[src/rtl/pc_if_pkg.sv]
// Shared types for the program-counter load interface: address/byte types,
// jump sequencer states, strobe polarity and the sequencer debug view.
package pc_if_pkg;

    localparam int PC_ADDR_W = 16;
    localparam int PC_DATA_W = 8;

    typedef logic [PC_ADDR_W-1:0] pc_addr_t;
    typedef logic [PC_DATA_W-1:0] pc_byte_t;

    typedef enum logic [1:0] {
        IDLE    = 2'd0,
        LOAD_HI = 2'd1,
        LOAD_LO = 2'd2,
        VERIFY  = 2'd3
    } jump_state_e;

    localparam logic STROBE_ACTIVE = 1'b0;
    localparam logic STROBE_IDLE   = 1'b1;

    typedef struct packed {
        jump_state_e state;
        logic        skip_hi;
        logic        cache_valid;
        pc_byte_t    cache_hi;
    } jump_dbg_t;

    // True when PCHITMP already holds the wanted high byte.
    function automatic logic hi_cache_hit(input logic     valid,
                                          input pc_byte_t cached,
                                          input pc_byte_t wanted);
        return valid && (cached == wanted);
    endfunction

endpackage

[src/rtl/pc_jump_driver.sv]
// Jump sequencer: takes a target over ready/valid, drives the PC load strobes
// and D bus one step per cycle, then confirms PCHI/PCLO landed on the target.
module pc_jump_driver
    import pc_if_pkg::*;
#(
    parameter int ADDR_W      = 16,
    parameter int DATA_W      = 8,
    parameter int HITMP_CACHE = 1
) (
    input  logic              clk,
    input  logic              MR,
    input  logic              jmp_valid,
    output logic              jmp_ready,
    input  logic [ADDR_W-1:0] jmp_addr,
    input  logic              jmp_short,
    output logic              _pchitmp_in,
    output logic              _pc_in,
    output logic              _pclo_in,
    output logic [DATA_W-1:0] D,
    output logic              D_oe,
    input  logic [DATA_W-1:0] PCHI,
    input  logic [DATA_W-1:0] PCLO,
    output logic              done,
    output logic              err,
    output jump_dbg_t         dbg
);

    // Valid/ready: a request is taken at a rising edge where jmp_valid and
    // jmp_ready are both 1; jmp_ready is 1 exactly while the FSM is in IDLE,
    // and jmp_addr/jmp_short are don't-care at every other edge.

    jump_state_e state_q, state_d;
    pc_addr_t    addr_q, addr_d;
    logic        short_q, short_d;
    logic        skip_q, skip_d;
    pc_byte_t    cache_hi_q, cache_hi_d;
    logic        cache_valid_q, cache_valid_d;

    logic        jmp_ready_q, jmp_ready_d;
    logic        pchitmp_n_q, pchitmp_n_d;
    logic        pc_n_q, pc_n_d;
    logic        pclo_n_q, pclo_n_d;
    pc_byte_t    d_q, d_d;
    logic        d_oe_q, d_oe_d;
    logic        done_q, done_d;
    logic        err_q, err_d;

    logic        accept;
    logic        skip_hi;
    logic        mismatch;

    always_comb begin : next_state_logic
        accept   = jmp_valid && jmp_ready_q;
        skip_hi  = (HITMP_CACHE != 0) &&
                   hi_cache_hit(cache_valid_q, cache_hi_q, jmp_addr[ADDR_W-1:DATA_W]);
        mismatch = short_q ? (PCLO != addr_q[DATA_W-1:0])
                           : ({PCHI, PCLO} != addr_q);

        state_d       = state_q;
        addr_d        = addr_q;
        short_d       = short_q;
        skip_d        = skip_q;
        cache_hi_d    = cache_hi_q;
        cache_valid_d = cache_valid_q;

        case (state_q)
            IDLE: begin
                if (accept) begin
                    addr_d  = jmp_addr;
                    short_d = jmp_short;
                    skip_d  = skip_hi;
                    state_d = (jmp_short || skip_hi) ? LOAD_LO : LOAD_HI;
                end
            end
            LOAD_HI: begin
                // PCHITMP takes the byte on this edge, so it is now known.
                cache_hi_d    = addr_q[ADDR_W-1:DATA_W];
                cache_valid_d = 1'b1;
                state_d       = LOAD_LO;
            end
            LOAD_LO: state_d = VERIFY;
            VERIFY:  state_d = IDLE;
            default: state_d = IDLE;
        endcase
    end

    // Outputs are computed from the next state so they line up with it
    // after the edge, keeping the strobes free of input-to-output paths.
    always_comb begin : next_output_logic
        jmp_ready_d = (state_d == IDLE);
        pchitmp_n_d = STROBE_IDLE;
        pc_n_d      = STROBE_IDLE;
        pclo_n_d    = STROBE_IDLE;
        d_d         = '0;
        d_oe_d      = 1'b0;
        done_d      = (state_q == VERIFY);
        err_d       = (state_q == VERIFY) && mismatch;

        case (state_d)
            LOAD_HI: begin
                pchitmp_n_d = STROBE_ACTIVE;
                d_d         = addr_d[ADDR_W-1:DATA_W];
                d_oe_d      = 1'b1;
            end
            LOAD_LO: begin
                if (short_d) begin
                    pclo_n_d = STROBE_ACTIVE;
                end else begin
                    pc_n_d = STROBE_ACTIVE;
                end
                d_d    = addr_d[DATA_W-1:0];
                d_oe_d = 1'b1;
            end
            default: begin
            end
        endcase
    end

    always_ff @(posedge clk) begin
        if (MR) begin
            state_q       <= IDLE;
            addr_q        <= '0;
            short_q       <= 1'b0;
            skip_q        <= 1'b0;
            cache_hi_q    <= '0;
            cache_valid_q <= 1'b0;
            jmp_ready_q   <= 1'b1;
            pchitmp_n_q   <= STROBE_IDLE;
            pc_n_q        <= STROBE_IDLE;
            pclo_n_q      <= STROBE_IDLE;
            d_q           <= '0;
            d_oe_q        <= 1'b0;
            done_q        <= 1'b0;
            err_q         <= 1'b0;
        end else begin
            state_q       <= state_d;
            addr_q        <= addr_d;
            short_q       <= short_d;
            skip_q        <= skip_d;
            cache_hi_q    <= cache_hi_d;
            cache_valid_q <= cache_valid_d;
            jmp_ready_q   <= jmp_ready_d;
            pchitmp_n_q   <= pchitmp_n_d;
            pc_n_q        <= pc_n_d;
            pclo_n_q      <= pclo_n_d;
            d_q           <= d_d;
            d_oe_q        <= d_oe_d;
            done_q        <= done_d;
            err_q         <= err_d;
        end
    end

    assign jmp_ready   = jmp_ready_q;
    assign _pchitmp_in = pchitmp_n_q;
    assign _pc_in      = pc_n_q;
    assign _pclo_in    = pclo_n_q;
    assign D           = d_q;
    assign D_oe        = d_oe_q;
    assign done        = done_q;
    assign err         = err_q;

    assign dbg.state       = state_q;
    assign dbg.skip_hi     = skip_q;
    assign dbg.cache_valid = cache_valid_q;
    assign dbg.cache_hi    = cache_hi_q;

endmodule

[config.mk]
export PLATFORM = sky130hd
export DESIGN_NAME = pc_jump_driver
export DESIGN_NICKNAME = d
export VERILOG_FILES = /design/src/rtl/pc_if_pkg.sv /design/src/rtl/pc_jump_driver.sv
export SDC_FILE = /design/constraint.sdc
export NUM_CORES = 1
export LEC_CHECK = 0
export BUFFER_PORTS_ARGS = -buffer_cell sky130_fd_sc_hd__buf_2
export CAP_MARGIN = 20
export CELL_PAD_IN_SITES_DETAIL_PLACEMENT = 0
export CELL_PAD_IN_SITES_GLOBAL_PLACEMENT = 1
export CORE_UTILIZATION = 40
export CTS_CLUSTER_SIZE = 24
export DETAILED_ROUTE_END_ITERATION = 10
export GPL_TIMING_DRIVEN = 0
export PLACE_DENSITY_LB_ADDON = 0.1
export SYNTH_ARGS = -nofsm -noshare
export SYNTH_HDL_FRONTEND = slang
export SYNTH_SLANG_ARGS = --single-unit
[constraint.sdc]
create_clock -name clk -period 4.64 [get_ports clk]
set_clock_uncertainty 0.15 [all_clocks]
set_input_delay 1.392 -clock clk [delete_from_list [all_inputs] [get_ports clk]]
set_output_delay 1.392 -clock clk [all_outputs]
set_load 0.02 [all_outputs]
==> impl_metrics.py <==
metrics = {
    "cts": {
        "numCtsBuffers": 5,
        "cts.sinks": 44,
        "cts_htree_levels": 2,
        "cts_tree": "done",
        "cts-root-buf": "clkbuf_8",
        "clk_pin_slew_ns": 0.09,
        "hold_buffers": 0,
        "clock_latency_ns": 0.30,
        "clockBufferDepth": 2,
        "post_cts_resized": 0,
        "post-cts-setup-buffers": 0,
    },
    "floorplanning": {
        "initial_core_util": 0.416,
        "die_w_microns": 72.3,
        "dieHeight_microns": 72.3,
        "rows": 25,
        "core_region_area_sq_um": 4750,
        "ios": 63,
        "dieArea_sq_um": 5230,
    },
    "global_route": {
        "first_global_vias": 1431,
        "grt_pass1_wl_microns": 6860,
        "grt_max_degree": 16,
        "antenna_found_initial": 0,
        "grt_util_all_layers": 0.176,
        "grt_overflow": 0,
    },
    "cells_and_area": {
        "stdcell_count": 332,
        "antenna_cells": 0,
        "drive_above_1_share": 0.321,
        "final-seq-area_sq_um": 881,
        "syn2layout_area_growth_pct": 24.6,
        "fin_util": 0.518,
        "multiInputGateArea_sq_um": 1010,
        "fill_cells": 487,
        "nets": 308,
    },
    "critical_path": {
        "cp-start-kind": "input port",
        "required_ns": 4.73,
        "arrival_ns": 3.40,
        "end_kind": "register",
        "path_class": "in -> reg",
        "crit_fanout": 7,
        "regToRegStartpoint": "cache_hi_q[0]",
        "critPathLaunch": "jmp_addr[8]",
    },
    "pwr": {
        "max-vdd-ir-drop_v": 0.000201,
        "power_density_nw_per_um2": 553,
        "p_leak_nw": 1.20,
    },
    "route": {
        "via_per_inst": 4.64,
        "drt_iter0_markers": 41,
        "ant_nets": 0,
        "avgRoutedWirePerCell_microns": 13.2,
        "wl_microns": 4380,
        "vias": 1542,
        "first_pass_iters": 4,
        "drc_errors": 0,
    },
    "timing": {
        "rsz0062_at_grt": "false",
        "max_slew_margin": 0.659,
        "tns_ns": 0,
        "period_share": 0.713,
        "slew_viol_final": 0,
        "holdWs_ns": 0.355,
        "final.setup.worst_slack_ns": 1.33,
        "tightestPinTransition_ns": 0.512,
        "fmax_ghz": 0.302,
        "hold_violations": 0,
        "finalSetupViolCount": 0,
        "layout_min_cycle_time_ns": 3.31,
    },
    "placement": {
        "post-place-cells": 324,
        "port_buffers": 62,
        "dpl_worst_slack_ns": 1.02,
        "gp_congestion": 0.740,
        "hpwl_microns": 3370,
    },
    "synthesis": {
        "synth_edf_count": 0,
        "yosys_warnings": 0,
        "netlist_area_sq_um": 1980,
        "yosysMostFrequentCell": "dfxtp_1",
        "yosys.area.top_type_share": 0.446,
        "synth-seq-cells": 44,
        "yosysUniqueCellTypes": 35,
        "synthTopCellsByArea": "dfxtp_1 (45%), mux2i_1 (11%), xor2_1 (6.6%)",
        "synth_commonest_cells": "dfxtp_1 (44), nor2_1 (26), mux2i_1 (22)",
        "ys_async_sr_fraction": 0,
        "synth_cells": 195,
        "yosysSeqAreaShare": 0.446,
        "avgSynthCellArea_sq_um": 10.1,
        "syn-num-nets": 239,
        "synth_largest_area_cell": "dfxtp_1",
        "synth-main-ff-cell": "dfxtp_1",
    },
    "min_path": {
        "hp-start": "cache_valid_q",
        "hold_class": "reg -> reg",
    },
    "job": {
        "maxCapViolations": 0,
    },
    "status": {
        "run_status": "complete, no violations",
    },
}
placed cells by master (no fill, tap or decap), drive strengths merged:
master     n
a21o       1
a21oi      2
a22oi      1
a2bb2oi    1
a31oi      2
and2      11
buf       70
clkbuf     6
clkinv     1
clkinvlp   2
dfxtp     44
ha         8
inv        7
mux2       3
mux2i     22
nand2      5
nand3      4
nand4      3
nor2      26
nor2b      1
nor3       1
nor4       3
o221a      1
o22a       2
o22ai      8
o31a       1
o31ai      1
or2        3
or3        1
xnor2      9
xor2      15
layout make-up:
type,instances,share of cell area
Buffer,9,0.0234
Tap cell,67,0.0340
Clock buffer,5,0.0279
Inverter,7,0.0107
Multi-Input combinational cell,135,0.411
Timing Repair Buffer,62,0.126
Sequential cell,44,0.358
Clock inverter,3,0.00965
logic make-up (layout without fill, tap and decap cells):
logic type	after synthesis	in the layout	share of synthesized area
AO/OA/AOI/OAI	20	20	0.0753
XOR/XNOR	24	24	0.106
adder cells (fa/ha/maj)	8	8	0.0506
buffers and inverters	16	86	0.0424
flip-flops	44	44	0.446
multiplexers	25	25	0.128
AND/OR/NAND/NOR	58	58	0.151
routing by layer:
| layer | GRT usage | vias to the layer above | share of wire |
|---|---|---|---|
| met5 | 0 | - | 0 |
| met4 | 0.0588 | 0 | 0.013 |
| met3 | 0.0417 | 5 | 0.052 |
| met2 | 0.281 | 42 | 0.46 |
| met1 | 0.233 | 696 | 0.47 |
| li1 | - | 799 | - |
worst max-delay path, stage by stage:
cell	delay [ns]
buf_2	0.11
xor2_1	0.18
nor4_4	0.38
a31oi_2	0.20
o22ai_1	0.22
ha_1	0.27
or2_2	0.31
inv_1	0.17
and2_1	0.16
power breakdown:
group | leakage (nW) | switching, mW | internal [mW]
Clock | 0.0404 | 0.136 | 0.107
Sequential | 0.358 | 0.0470 | 0.454
Combinational | 0.799 | 0.360 | 0.259
Total | 1.20 | 0.543 | 0.820
stage by stage:
stage	total power [mW]	area, sq um
final	1.36	2460
after global routing	1.47	2460
after detailed placement	1.14	2370
after CTS	1.38	2460
after global placement	1.13	2370
after floorplan	0.964	1980
sequential cells by signal, indices dropped and copies added, names as in the netlist, 2 cells and up:
| signal | flops |
|---|---|
| addr_q | 16 |
| D | 8 |
| cache_hi_q | 8 |
| state_q | 2 |
path summary, 6_finish.rpt:
kind / end / slack, ns / depth (start not counted)
min: cache_valid_q / 0.36 / 2
min reg2reg: cache_valid_q / 0.36 / 2
max: D[5] / 1.33 / 9
max reg2reg: D[5] / 2.18 / 8
(Power assumes the default switching activity.)
